**src/rtl/split_bus_arbiter.sv**
```systemverilog
// Two-master / three-slave bus arbiter with split-transaction parking and watchdog.
// Grants, mux selects and status flags are all registered.
module split_bus_arbiter #(
    parameter int SLAVE_LEN   = 2,
    parameter int TIMEOUT     = 256,
    parameter int ROUND_ROBIN = 1
) (
    input  logic                 clk,
    input  logic                 reset,
    input  logic                 m1_request,
    input  logic                 m2_request,
    input  logic [SLAVE_LEN-1:0] m1_slave_sel,
    input  logic [SLAVE_LEN-1:0] m2_slave_sel,
    input  logic                 trans_done,
    input  logic [2:0]           split_req,
    input  logic [2:0]           split_ready,
    output logic                 m1_grant,
    output logic                 m2_grant,
    output logic                 arbiter_busy,
    output logic                 bus_busy,
    output logic                 master_sel,
    output logic [SLAVE_LEN-1:0] slave_sel,
    output logic                 split_active,
    output logic                 timeout_err
);

    localparam int WD_W = (TIMEOUT > 2) ? $clog2(TIMEOUT) : 1;
    localparam logic [SLAVE_LEN-1:0] MAX_SLAVE = SLAVE_LEN'(2);
    localparam logic [WD_W-1:0] WD_LAST = WD_W'(TIMEOUT - 1);

    typedef enum logic [1:0] {
        IDLE    = 2'd0,
        OWNED   = 2'd1,
        RELEASE = 2'd2
    } state_t;

    state_t state, state_nx;

    logic                 prio;
    logic                 split_master;
    logic [SLAVE_LEN-1:0] split_slave;
    logic [WD_W-1:0]      wd;

    logic m1_ok, m2_ok, resume;
    logic grant_go, pick_m2, split_hit, to_hit;

    logic                 own_nx;
    logic                 sel_nx;
    logic [SLAVE_LEN-1:0] slave_nx;

    // A parked split blocks its master and its slave until resumed.
    assign resume = split_active && split_ready[split_slave];
    assign m1_ok  = m1_request && (m1_slave_sel <= MAX_SLAVE) &&
                    !(split_active && (!split_master || m1_slave_sel == split_slave));
    assign m2_ok  = m2_request && (m2_slave_sel <= MAX_SLAVE) &&
                    !(split_active && (split_master || m2_slave_sel == split_slave));

    always_ff @(posedge clk) begin
        if (reset)
            state <= IDLE;
        else
            state <= state_nx;
    end

    always_comb begin
        state_nx  = state;
        grant_go  = 1'b0;
        pick_m2   = 1'b0;
        split_hit = 1'b0;
        to_hit    = 1'b0;
        case (state)
            IDLE: begin
                if (resume) begin
                    grant_go = 1'b1;
                    pick_m2  = split_master;
                end else if (m1_ok || m2_ok) begin
                    grant_go = 1'b1;
                    pick_m2  = m2_ok && (!m1_ok || (ROUND_ROBIN != 0 && prio));
                end
                if (grant_go)
                    state_nx = OWNED;
            end
            OWNED: begin
                if (trans_done) begin
                    state_nx = RELEASE;
                end else if (split_req[slave_sel]) begin
                    split_hit = 1'b1;
                    state_nx  = RELEASE;
                end else if (wd == WD_LAST) begin
                    to_hit   = 1'b1;
                    state_nx = RELEASE;
                end
            end
            RELEASE: state_nx = IDLE;
            default: state_nx = IDLE;
        endcase
    end

    always_comb begin
        own_nx   = (state_nx == OWNED);
        sel_nx   = master_sel;
        slave_nx = slave_sel;
        if (grant_go) begin
            sel_nx = pick_m2;
            if (resume)
                slave_nx = split_slave;
            else if (pick_m2)
                slave_nx = m2_slave_sel;
            else
                slave_nx = m1_slave_sel;
        end
    end

    always_ff @(posedge clk) begin
        if (reset) begin
            m1_grant     <= 1'b0;
            m2_grant     <= 1'b0;
            arbiter_busy <= 1'b0;
            bus_busy     <= 1'b0;
            master_sel   <= 1'b0;
            slave_sel    <= '0;
            split_active <= 1'b0;
            timeout_err  <= 1'b0;
            split_master <= 1'b0;
            split_slave  <= '0;
            prio         <= 1'b0;
            wd           <= '0;
        end else begin
            m1_grant     <= own_nx && !sel_nx;
            m2_grant     <= own_nx && sel_nx;
            arbiter_busy <= own_nx;
            bus_busy     <= own_nx;
            master_sel   <= sel_nx;
            slave_sel    <= slave_nx;
            timeout_err  <= to_hit;
            if (state == OWNED && state_nx == OWNED)
                wd <= wd + 1'b1;
            else
                wd <= '0;
            if (state == RELEASE)
                prio <= !master_sel;
            if (split_hit) begin
                split_active <= 1'b1;
                split_master <= master_sel;
                split_slave  <= slave_sel;
            end else if (state == IDLE && resume) begin
                split_active <= 1'b0;
            end
        end
    end

endmodule

```
**config.mk**
```make
export PLATFORM = sky130hd
export DESIGN_NAME = split_bus_arbiter
export DESIGN_NICKNAME = d
export VERILOG_FILES = /design/src/rtl/split_bus_arbiter.sv
export SDC_FILE = /design/constraint.sdc
export NUM_CORES = 1
export LEC_CHECK = 0
export ABC_CLOCK_PERIOD_IN_PS = 1600
export CORE_ASPECT_RATIO = 1.5
export CORE_UTILIZATION = 44
export CTS_CLUSTER_SIZE = 24
export DETAILED_ROUTE_END_ITERATION = 10
export GPL_TIMING_DRIVEN = 0
export PLACE_DENSITY = 0.82
export SETUP_SLACK_MARGIN = 0.2
export SYNTH_ARGS = -nofsm -noshare
export SYNTH_HDL_FRONTEND = slang
export SYNTH_SLANG_ARGS = --single-unit
```
**constraint.sdc**
```tcl
create_clock -name clk -period 1.6 [get_ports clk]
set_clock_uncertainty 0.05 [all_clocks]
set_input_delay 0.32 -clock clk [delete_from_list [all_inputs] [get_ports clk]]
set_output_delay 0.32 -clock clk [all_outputs]
set_load 0.01 [all_outputs]
```
# == Yosys cells after proc, flatten, opt, wreduce, memory -nomap -nowiden ==
# Cells that the tools add are included.
# totals
elab_cells,76
input_bits,15
ff_bits,22
# classes
order_cmp,4
eq_ne,6
reduce_logical,26
n_addsub,1
mux,25
bitwise,2
# ops
operator,count
$mux 1,16
$logic_and 1x1->1,12
$mux 2,6
$add 8x1->8 const B,1
$eq 8x8->1 const B,1
$logic_not 1->1,6
$lt 2x3->1 const B,2
$bmux 1 s2,2
$eq 2x1->1 const B,2
$eq 2x2->1,2
$le 2x2->1 const B,2
$logic_or 1x1->1,4
$pmux 2 s2,1
$reduce_or 4->1,1
$eq 2x2->1 const B,1
$logic_not 2->1,1
$not 1->1,2
$reduce_bool 2->1,1
$reduce_or 2->1,1

# == Depth between registers and ports, before layout ==
# Gate-level depths: netlist of run 1.
# logic_depth
word_depth,15
ltp_mapped,8
mapped_depth_nobuf,7

# == Worst setup path before layout of run 1 ==
# No wires, ideal clock.
# synth_timing
path_type,reg2reg
from,reg split_active
to,reg slave_sel[0]
t_arrival_ns,1.622
setup_time_ns,0.101
synth_period_minus_slack_ns,1.773
path_stages_with_launch,8
path_buffers,1
slack_ns,-0.173
path_cell_list,dfxtp_1 clkbuf_2 a22oi_1 nand2_1 a21oi_4 nand3b_2 mux2_1 o41ai_1
# synth_between
elab_chain_len,11
word_cells_on_any_way,20
# synth_lines
element,line,text
"start, declared",23,"output logic split_active,"
"start signal, assigned",122,split_active <= 1'b0;
"start signal, assigned",143,split_active <= 1'b1;
"start signal, assigned",147,split_active <= 1'b0;
$logic_and 1x1->1,54,!(split_active && (!split_master || m1_slave_sel == split_slave));
$logic_not 1->1,54,
$logic_and 1x1->1,53,assign m1_ok = m1_request && (m1_slave_sel <= MAX_SLAVE) &&
$logic_not 1->1,78,pick_m2 = m2_ok && (!m1_ok || (ROUND_ROBIN != 0 && prio));
$logic_or 1x1->1,78,
$logic_and 1x1->1,78,
$mux 1,76,end else if (m1_ok || m2_ok) begin
$mux 1,73,if (resume) begin
$mux 1,71,case (state)
$mux 2,107,else if (pick_m2)
$mux 2,105,if (resume)
"end signal, assigned",134,slave_sel <= slave_nx;
"end, declared",22,"output logic [SLAVE_LEN-1:0] slave_sel,"
# Parallel ways exist; a longest one is shown, timed or not. The select of a mux whose other input is x is not followed.
# A chain may end at the register's enable or synchronous reset.

# == Worst setup path in the final report of run 1 ==
# layout_timing
from,reg split_slave[1]
to,reg slave_sel[0]
# layout_between
elab_chain_len,13
word_cells_on_any_way,26
# layout_lines
element,line,text
"start, declared",41,logic [SLAVE_LEN-1:0] split_slave;
"start signal, assigned",145,split_slave <= slave_sel;
$eq 2x2->1,54,
$logic_or 1x1->1,54,
$logic_and 1x1->1,54,
$logic_not 1->1,54,
$logic_and 1x1->1,53,
$logic_not 1->1,78,
$logic_or 1x1->1,78,
$logic_and 1x1->1,78,
$mux 1,76,
$mux 1,73,
$mux 1,71,
$mux 2,107,
$mux 2,105,
# Parallel ways exist; a longest one is shown, timed or not. The select of a mux whose other input is x is not followed.

==> results.json, run 1 <==
{
  "grt_max_degree": 13,
  "grt_pass1_vias": 1067,
  "finalCriticalPeriod_ns": 1.79,
  "fp-row-count": 21,
  "track_usage_pct": 22.0,
  "seq_area_frac_synth_pct": 40.5,
  "crit_arrival_ns": 1.96,
  "synth_cells": 125,
  "setup_viol": 14,
  "yosys.cell_count.top_type": "nor2_1",
  "timing.rr.end": "slave_sel[0]",
  "crit_start": "split_slave[1]",
  "min_period_over_period_pct": 112,
  "dp_cells": 171,
  "syn-cell-area_sq_um": 1090,
  "slew_headroom_pct": 66.2,
  "ys_types": 39,
  "critical_path_required_ns": 1.77,
  "leakage_nw": 0.715,
  "min_path_type": "reg -> reg",
  "clkLatencyLatePin_ns": 0.31,
  "ys.flop_type": "dfxtp_1",
  "maxCapViolCount": 0,
  "synth_edf_count": 0,
  "core_sq_um": 2290,
  "gr-total-overflow": 0,
  "n_fill_cell": 164,
  "ys_ff_latch": 22,
  "port-buffer-count": 23,
  "grt_pass1_wl_microns": 4550,
  "antenna_found_initial": 0,
  "critPathKind": "reg -> reg",
  "die_y_microns": 62.9,
  "rsz0062_at_grt": "true",
  "htreeDepth": 1,
  "dp_hpwl_microns": 1810,
  "synthTopCellsByCount": "nor2_1 (25), dfxtp_1 (22), nand2_1 (10)",
  "drcViolationCount": 0,
  "powerDensity_nw_per_um2": 728,
  "vias_per_cell": 5.58,
  "synth_top_area_cell": "dfxtp_1",
  "fin_setup_tns_ns": -1.36,
  "drv_slew": 0,
  "drtIter0Drc": 26,
  "numCtsBuffers": 3,
  "cts_tree": "yes",
  "r2r_setup_slack_ns": -0.19,
  "boundaryPins": 24,
  "drt-total-wl_microns": 2740,
  "r2r_cells": 7,
  "multiInputGateArea_sq_um": 741,
  "diodes": 0,
  "violations": "setup timing",
  "start_util_pct": 47.6,
  "fin_ws_ns": -0.188,
  "max_freq_mhz": 559,
  "worstSetupEndpoint": "slave_sel[0]",
  "clock_sinks": 22,
  "crit_fanout": 7,
  "yosys_warnings": 0,
  "instances_no_fill": 189,
  "status": "finished with violations",
  "async_flop_share_pct": 0,
  "endpoint_kind": "flop",
  "syn_to_final_growth_pct": 56.6,
  "avgSynthCellArea_sq_um": 8.70,
  "synth.area.top_cells": "dfxtp_1 (41%), nor2_1 (8.6%), mux2i_1 (4.6%)",
  "final-seq-area_sq_um": 458,
  "cts_hold_buf": 0,
  "synth_top_area_share_pct": 40.5,
  "drive_gt1_share_pct": 41.0,
  "clkTransAtPathRegs_ns": 0.12,
  "gp_congestion": 0.824,
  "vdd_drop_max_mv": 0.340,
  "nNetsFinal": 183,
  "cts_root_buf": "clkbuf_4",
  "syn_nets": 141,
  "vias": 1055,
  "power_mw": 1.24,
  "r2r_start": "split_slave[1]",
  "finalHoldViolCount": 0,
  "first_pass_iters": 4,
  "clockBufferDepth": 2,
  "post_drt_wl_per_cell_microns": 14.5,
  "die_w_microns": 42.6,
  "max_slew.worst_pin.slew_ns": 0.505,
  "start_kind": "flop",
  "dieArea_sq_um": 2680,
  "ant_nets": 0
}
==> critical path, stage by stage (launching register included) <==
cell and delay [ns]:
dfxtp_2 0.34, buf_6 0.13, nor2b_2 0.12, o2111ai_2 0.15, a31oi_1 0.24, nand3b_4 0.18
mux2_4 0.31, o41ai_2 0.19
==> cell usage in the layout, fill, tap and decap left out, drive strengths merged, types with 2 or more instances in the layout <==
master,n
nand3b,5
buf,19
dfxtp,22
inv,4
o2111ai,2
mux2,2
xor2,5
dlygate4sd2,10
clkbuf,6
a21oi,4
and2,2
nor2b,2
o21ai,5
nand3,7
xnor2,3
o31ai,2
mux2i,5
nor2,25
clkdlybuf4s50,11
o41ai,2
nand2,10
==> registers in the layout (all words and copies together) (netlist names) <==
name,count
split_active,1
m2_grant,1
m1_grant,1
slave_sel,2
bus_busy,1
state,2
split_master,1
master_sel,1
timeout_err,1
split_slave,2
prio,1
wd,8
==> cell type report <==
cell class	count	share of cell area, %
sequential	22	26.9
inverter	5	1.40
timing repair buffer	37	20.2
clock buffer	4	2.13
multi-input combinational	92	43.5
tap	23	1.69
buffer	6	4.19
==> power by group <==
group	leakage, nW	switching (mW)	total [mW]	internal (mW)
Clock	0.0210	0.169	0.308	0.139
Sequential	0.183	0.0249	0.602	0.577
Combinational	0.511	0.148	0.329	0.182
==> logic make-up after synthesis <==
| kind of cell | synth area share (%) |
|---|---|
| AOI/OAI and AO/OA | 16.9 |
| xor gates and xnor gates | 6.44 |
| adders and majority gates | 1.15 |
| buffers and inverters | 5.06 |
| DFF | 40.5 |
| muxes | 6.67 |
| and+or+nand+nor | 23.2 |
==> worst min-delay path by stage <==
stage,start,endpoint,cells past startpoint
floorplan,reset,slave_sel[1],1
global placement,wd[0],wd[0],1
detailed placement,wd[0],wd[0],1
CTS,wd[0],wd[0],1
global route,wd[0],wd[0],1
finish,wd[0],wd[0],1
==> what timing repair did <==
action                                  CTS  global route
pin swaps                                12             6
endpoints found under the setup margin   24            22
gates cloned                              0             0
buffers inserted                         11             3
gates resized for setup                  42            26
==> stage by stage <==
step / instance area (sq um) / setup WS [ns] / hold WS (ns) / utilization (%)
CTS: 1610 / -0.164 / 0.437 / 70.3
floorplan: 1150 / -0.130 / 0.361 / -
global route: 1700 / -0.258 / 0.408 / 74.5
global placement: 1410 / -0.697 / 0.390 / 61.7
detailed placement: 1410 / -0.732 / 0.409 / 61.7
finish: 1700 / -0.188 / 0.396 / 74.5
==> metal layers <==
metal  global-route usage, %  vias to the layer above  share of wire [%]  wire (microns)
met2                    44.4                       27                 59            1610
li1                        -                      509                  -               -
met4                    10.2                        0                2.4              65
met5                       0                        -                  0               0
met3                    2.02                        8                2.9              79
met1                    20.7                      511                 36             985
Power figures use the tool's default switching activity.
==> run 2: changes to the inputs <==
- GPL_TIMING_DRIVEN: 0 -> unset
- SKIP_LAST_GASP: unset -> 1
==> run 2 against run 1 <==
  * The run still ends with setup timing left
  * Sequential cell count unchanged
  * Die area unchanged
  * First-iteration DRC count decreased by 58%
  * Final area up 9.0%
  * Routed wire length is 16% higher
==> results.json, run 2 (synthesis gave the netlist of run 1 again) <==
{
  "vdd_drop_max_mv": 0.396,
  "rsz0062_at_grt": "true",
  "drcViolationCount": 0,
  "start_util_pct": 47.6,
  "grt_pass1_wl_microns": 4760,
  "die_w_microns": 42.6,
  "layout_common_cells": "buf_4 (24), nor2_1 (15), dfxtp_1 (15)",
  "diodes": 0,
  "port-buffer-count": 23,
  "r2r_start": "split_slave[1]",
  "drt-total-wl_microns": 3180,
  "largest-register": "wd",
  "leakage_nw": 0.810,
  "instances_no_fill": 204,
  "ant_nets": 0,
  "gr-total-overflow": 0,
  "nNetsFinal": 198,
  "critPathKind": "in -> reg",
  "grt_max_degree": 15,
  "die_y_microns": 62.9,
  "dp_hpwl_microns": 2030,
  "min_period_over_period_pct": 116,
  "min_path_type": "in -> reg",
  "r2r_cells": 8,
  "core_sq_um": 2290,
  "max_freq_mhz": 540,
  "slew_headroom_pct": 76.3,
  "htreeDepth": 1,
  "post_drt_wl_per_cell_microns": 15.6,
  "crit_arrival_ns": 2.03,
  "fp-row-count": 21,
  "dieArea_sq_um": 2680,
  "violations": "setup timing",
  "finalHoldViolCount": 0,
  "drtIter0Drc": 11,
  "vias": 1126,
  "final-seq-area_sq_um": 459,
  "cts_root_buf": "clkbuf_4",
  "timing.rr.end": "slave_sel[0]",
  "pre_cts_ws_ns": -0.722,
  "r2r_setup_slack_ns": -0.22,
  "fin_ws_ns": -0.252,
  "drive_gt1_share_pct": 49.2,
  "powerDensity_nw_per_um2": 726,
  "crit_fanout": 3,
  "drv_slew": 0,
  "n_fill_cell": 137,
  "crit_start": "m2_slave_sel[0]",
  "utilization_pct": 81.2,
  "clkTransAtPathRegs_ns": 0.12,
  "endpoint_kind": "flop",
  "setup_viol": 13,
  "boundaryPins": 24,
  "track_usage_pct": 23.5,
  "largest_reg_flops": 8,
  "power_mw": 1.35,
  "fin_hold_ws_ns": 0.495,
  "syn_to_final_growth_pct": 70.8,
  "finalCriticalPeriod_ns": 1.85,
  "critical_path_required_ns": 1.78,
  "first_pass_iters": 3,
  "start_kind": "primary input",
  "layout.cells.most_common": "buf_4",
  "maxCapViolCount": 0,
  "clock_sinks": 22,
  "multiInputGateArea_sq_um": 795,
  "dp_cells": 186,
  "gp_congestion": 0.826,
  "grt_pass1_vias": 1114,
  "antenna_found_initial": 0,
  "clkLatencyLatePin_ns": 0.32,
  "vias_per_cell": 5.52,
  "cts_tree": "yes",
  "worstSetupEndpoint": "slave_sel[0]",
  "numCtsBuffers": 3,
  "max_slew.worst_pin.slew_ns": 0.354,
  "clockBufferDepth": 2,
  "status": "finished with violations"
}
## run 2: worst min-delay path by stage
| stage | from | to | slack (ns) | cells past startpoint |
|---|---|---|---|---|
| 2_1_floorplan | reset | slave_sel[1] | 0.36 | 1 |
| 3_3_place_gp | prio | prio | 0.43 | 2 |
| 3_5_place_dp | wd[7] | wd[7] | 0.47 | 2 |
| 4_1_cts | master_sel | master_sel | 0.47 | 2 |
| 5_1_grt | m2_slave_sel[1] | slave_sel[1] | 0.51 | 4 |
| 6_report | m2_slave_sel[1] | slave_sel[1] | 0.49 | 4 |
## run 2: critical path, cell delays in order
cell	delay (ns)
clkdlybuf4s50_1	0.53
xor2_1	0.21
nor2_2	0.08
a21oi_4	0.21
nand3b_4	0.11
mux2_4	0.31
o41ai_2	0.26
## run 2: area by class of cell
cell class | count | area share, %
Tap cell | 23 | 1.55
Timing Repair Buffer | 57 | 27.4
Multi-Input combinational cell | 93 | 42.8
Clock buffer | 4 | 2.56
Inverter | 5 | 1.01
Sequential cell | 22 | 24.7
## run 2: power breakdown
part | switching, mW | total (mW) | internal, mW
sequential | 0.0242 | 0.599 | 0.575
clock | 0.176 | 0.367 | 0.191
combinational | 0.174 | 0.383 | 0.209
total | 0.374 | 1.35 | 0.975
## run 2: routing by layer
| metal | up-vias | wire length [microns] | share of wire (%) | GRT usage [%] |
|---|---|---|---|---|
| met5 | - | 0 | 0 | 0 |
| met4 | 0 | 175 | 5.5 | 13.7 |
| met1 | 531 | 1040 | 33 | 20.1 |
| met3 | 17 | 82 | 2.6 | 2.02 |
| met2 | 32 | 1890 | 59 | 48.5 |
| li1 | 546 | - | - | - |
## run 2: timing repair
item | 4_1_cts | 5_1_grt
hold buffers | 0 | 0
pin swaps | 14 | 15
gates resized for setup | 48 | 30
setup buffers | 7 | 6
gates cloned | 1 | 0
hold endpoints to repair | 0 | 0
endpoints found under the setup margin | 27 | 22
## run 2: stage by stage
stage | setup TNS [ns] | cell area [sq um]
finish | -1.36 | 1860
global route | -2.33 | 1860
CTS | -0.978 | 1710
detailed placement | -5.95 | 1510
global placement | -4.92 | 1510
floorplan | -0.510 | 1150
==> run 3: changes to the inputs <==
- CORE_UTILIZATION: 44 -> 45
- DONT_BUFFER_PORTS: unset -> 1
- PLACE_DENSITY: 0.82 -> 0.7
==> run 3 against run 2 <==
  * The flow still finishes with violations (setup timing)
  * Final area fell by 18%
  * Via count fell by 14%
  * Critical path depth fell by 1
  * Global-route usage fell by 3.5 points
  * Clock power fell by 31%
  * Routed wire length fell by 23%
  * Die area fell by 2.1%
  * Setup slack improved by 0.064 ns
  * Critical path type is now reg -> reg
  * Largest power group unchanged
  * Highest routed layer unchanged
==> results.json, run 3 (synthesis gave the netlist of run 1 again) <==
{
  "finalHoldViolCount": 0,
  "internal-power_mw": 0.821,
  "diodes": 0,
  "p_sw_mw": 0.312,
  "dieArea_sq_um": 2620,
  "use_met1_pct": 18.8,
  "max_slew.worst_pin.slew_ns": 0.336,
  "track_usage_pct": 20.0,
  "min_period_over_period_pct": 112,
  "drive_gt1_share_pct": 46.1,
  "start_util_pct": 48.1,
  "timing.rr.end": "slave_sel[0]",
  "numCtsBuffers": 3,
  "largest-register": "wd",
  "htreeDepth": 1,
  "grt_pass1_wl_microns": 4090,
  "drtIter0Drc": 6,
  "violations": "setup timing",
  "fin_hold_ws_ns": 0.0107,
  "clock_sinks": 22,
  "setup_viol": 9,
  "grt.met2_usage_pct": 40.6,
  "port-buffer-count": 0,
  "ant_nets": 0,
  "fp-row-count": 21,
  "nNetsFinal": 169,
  "vdd_drop_max_mv": 0.384,
  "critPathKind": "reg -> reg",
  "critical_path_required_ns": 1.77,
  "holdPathStages": 1,
  "clkLatencyLatePin_ns": 0.30,
  "layout.cells.most_common": "buf_4",
  "drv_slew": 0,
  "dp_hpwl_microns": 1690,
  "cts_tree": "yes",
  "crit_family": "compound AO/OA/AOI/OAI gates",
  "multiInputGateArea_sq_um": 748,
  "instances_no_fill": 175,
  "clkTransAtPathRegs_ns": 0.12,
  "r2r_setup_slack_ns": -0.19,
  "die_w_microns": 42.1,
  "r2r_start": "split_slave[0]",
  "cpPeakStageDelay_ns": 0.37,
  "start_kind": "flop",
  "final-seq-area_sq_um": 455,
  "cts_hold_buf": 1,
  "holdPathEnd": "state[1]",
  "min_path_type": "in -> reg",
  "max_freq_mhz": 559,
  "post_drt_wl_per_cell_microns": 14.0,
  "pwr-share-comb_pct": 23.9,
  "grt_use_met3_pct": 1.74,
  "r2r_cells": 6,
  "vias_per_cell": 5.51,
  "largest_reg_flops": 8,
  "crit_arrival_ns": 1.96,
  "finalCriticalPeriod_ns": 1.79,
  "crit_fanout": 3,
  "layout_common_cells": "buf_4 (20), nor2_1 (16), dfxtp_1 (16)",
  "status": "finished with violations",
  "path_buf_inv": 0,
  "first_pass_iters": 2,
  "gr-total-overflow": 0,
  "crit_path_top_delay_cell": "dfxtp_4",
  "hp-start": "reset",
  "gp_congestion": 0.819,
  "top_usage_layer": "met2",
  "drt-total-wl_microns": 2450,
  "core_sq_um": 2260,
  "cp_cell_sequence": "nor2b_2, o2111ai_2, a31oi_1, nand3b_4, mux2_2, o41ai_2",
  "clkPwrFrac_pct": 22.5,
  "slew_headroom_pct": 77.5,
  "drcViolationCount": 0,
  "cts_root_buf": "clkbuf_4",
  "clockBufferDepth": 2,
  "power_frac_seq_pct": 53.6,
  "syn_to_final_growth_pct": 39.5,
  "antenna_found_initial": 0,
  "fin_ws_ns": -0.188,
  "grt_max_degree": 15,
  "rsz0062_at_grt": "true",
  "switching_share_pct": 27.5,
  "endpoint_kind": "flop",
  "maxCapViolCount": 0,
  "n_fill_cell": 173,
  "vias": 965,
  "dp_cells": 157,
  "powerDensity_nw_per_um2": 747,
  "leakage_nw": 0.627,
  "die_y_microns": 62.2,
  "grt_pass1_vias": 1017,
  "boundaryPins": 24
}
-- run 3: layout make-up --
cell class | instances | area share [%]
flip-flops and latches | 22 | 30.0
repair buffers | 28 | 15.8
multi-input cells | 93 | 49.3
clock buffers | 4 | 1.73
inverters | 5 | 1.24
well taps | 23 | 1.90
-- run 3: metrics by stage --
step                      worst slack [ns]  power [mW]  instance area (sq um)  utilization, %  TNS (ns)
after global placement              -0.204       0.812                   1230            54.5    -0.927
after detailed placement            -0.314       0.816                   1230            54.5     -1.56
after floorplan                     -0.130       0.760                   1150               -    -0.510
final                               -0.188        1.13                   1520            67.1    -0.818
after global routing                -0.270        1.19                   1520            67.1     -1.91
after CTS                           -0.241        1.12                   1400            62.0    -0.685
-- run 3: repair_timing --
| action | in CTS | in global routing |
|---|---|---|
| resized for setup | 23 | 21 |
| hold endpoints to repair | 2 | 1 |
| cloned | 1 | 0 |
| setup endpoints to repair | 20 | 20 |
| pin swaps | 9 | 7 |
| buffers inserted | 6 | 6 |
-- run 3: layer usage --
metal | routed length (microns) | vias to the layer above
met1 | 883 | 456
met4 | 55 | 0
met5 | 0 | -
li1 | - | 487
met2 | 1460 | 16
met3 | 52 | 6
-- run 3: how the worst max path moves through the flow --
stage,endpoint,slack (ns),from,cells after the start
after floorplan,slave_sel[0],-0.13,split_slave[1],7
after global placement,slave_sel[0],-0.20,split_slave[1],6
after detailed placement,slave_sel[0],-0.31,split_slave[1],6
after CTS,slave_sel[0],-0.24,split_slave[1],6
after global routing,slave_sel[0],-0.27,split_slave[0],6
final,slave_sel[0],-0.19,split_slave[0],6
-- run 3: power by group through the flow --
stage	Sequential, mW	Clock (mW)	Combinational [mW]
6_report	0.607	0.255	0.271
5_1_grt	0.611	0.282	0.294
4_1_cts	0.608	0.270	0.239
3_5_place_dp	0.624	0	0.193
3_3_place_gp	0.622	0	0.190
2_1_floorplan	0.618	0	0.142
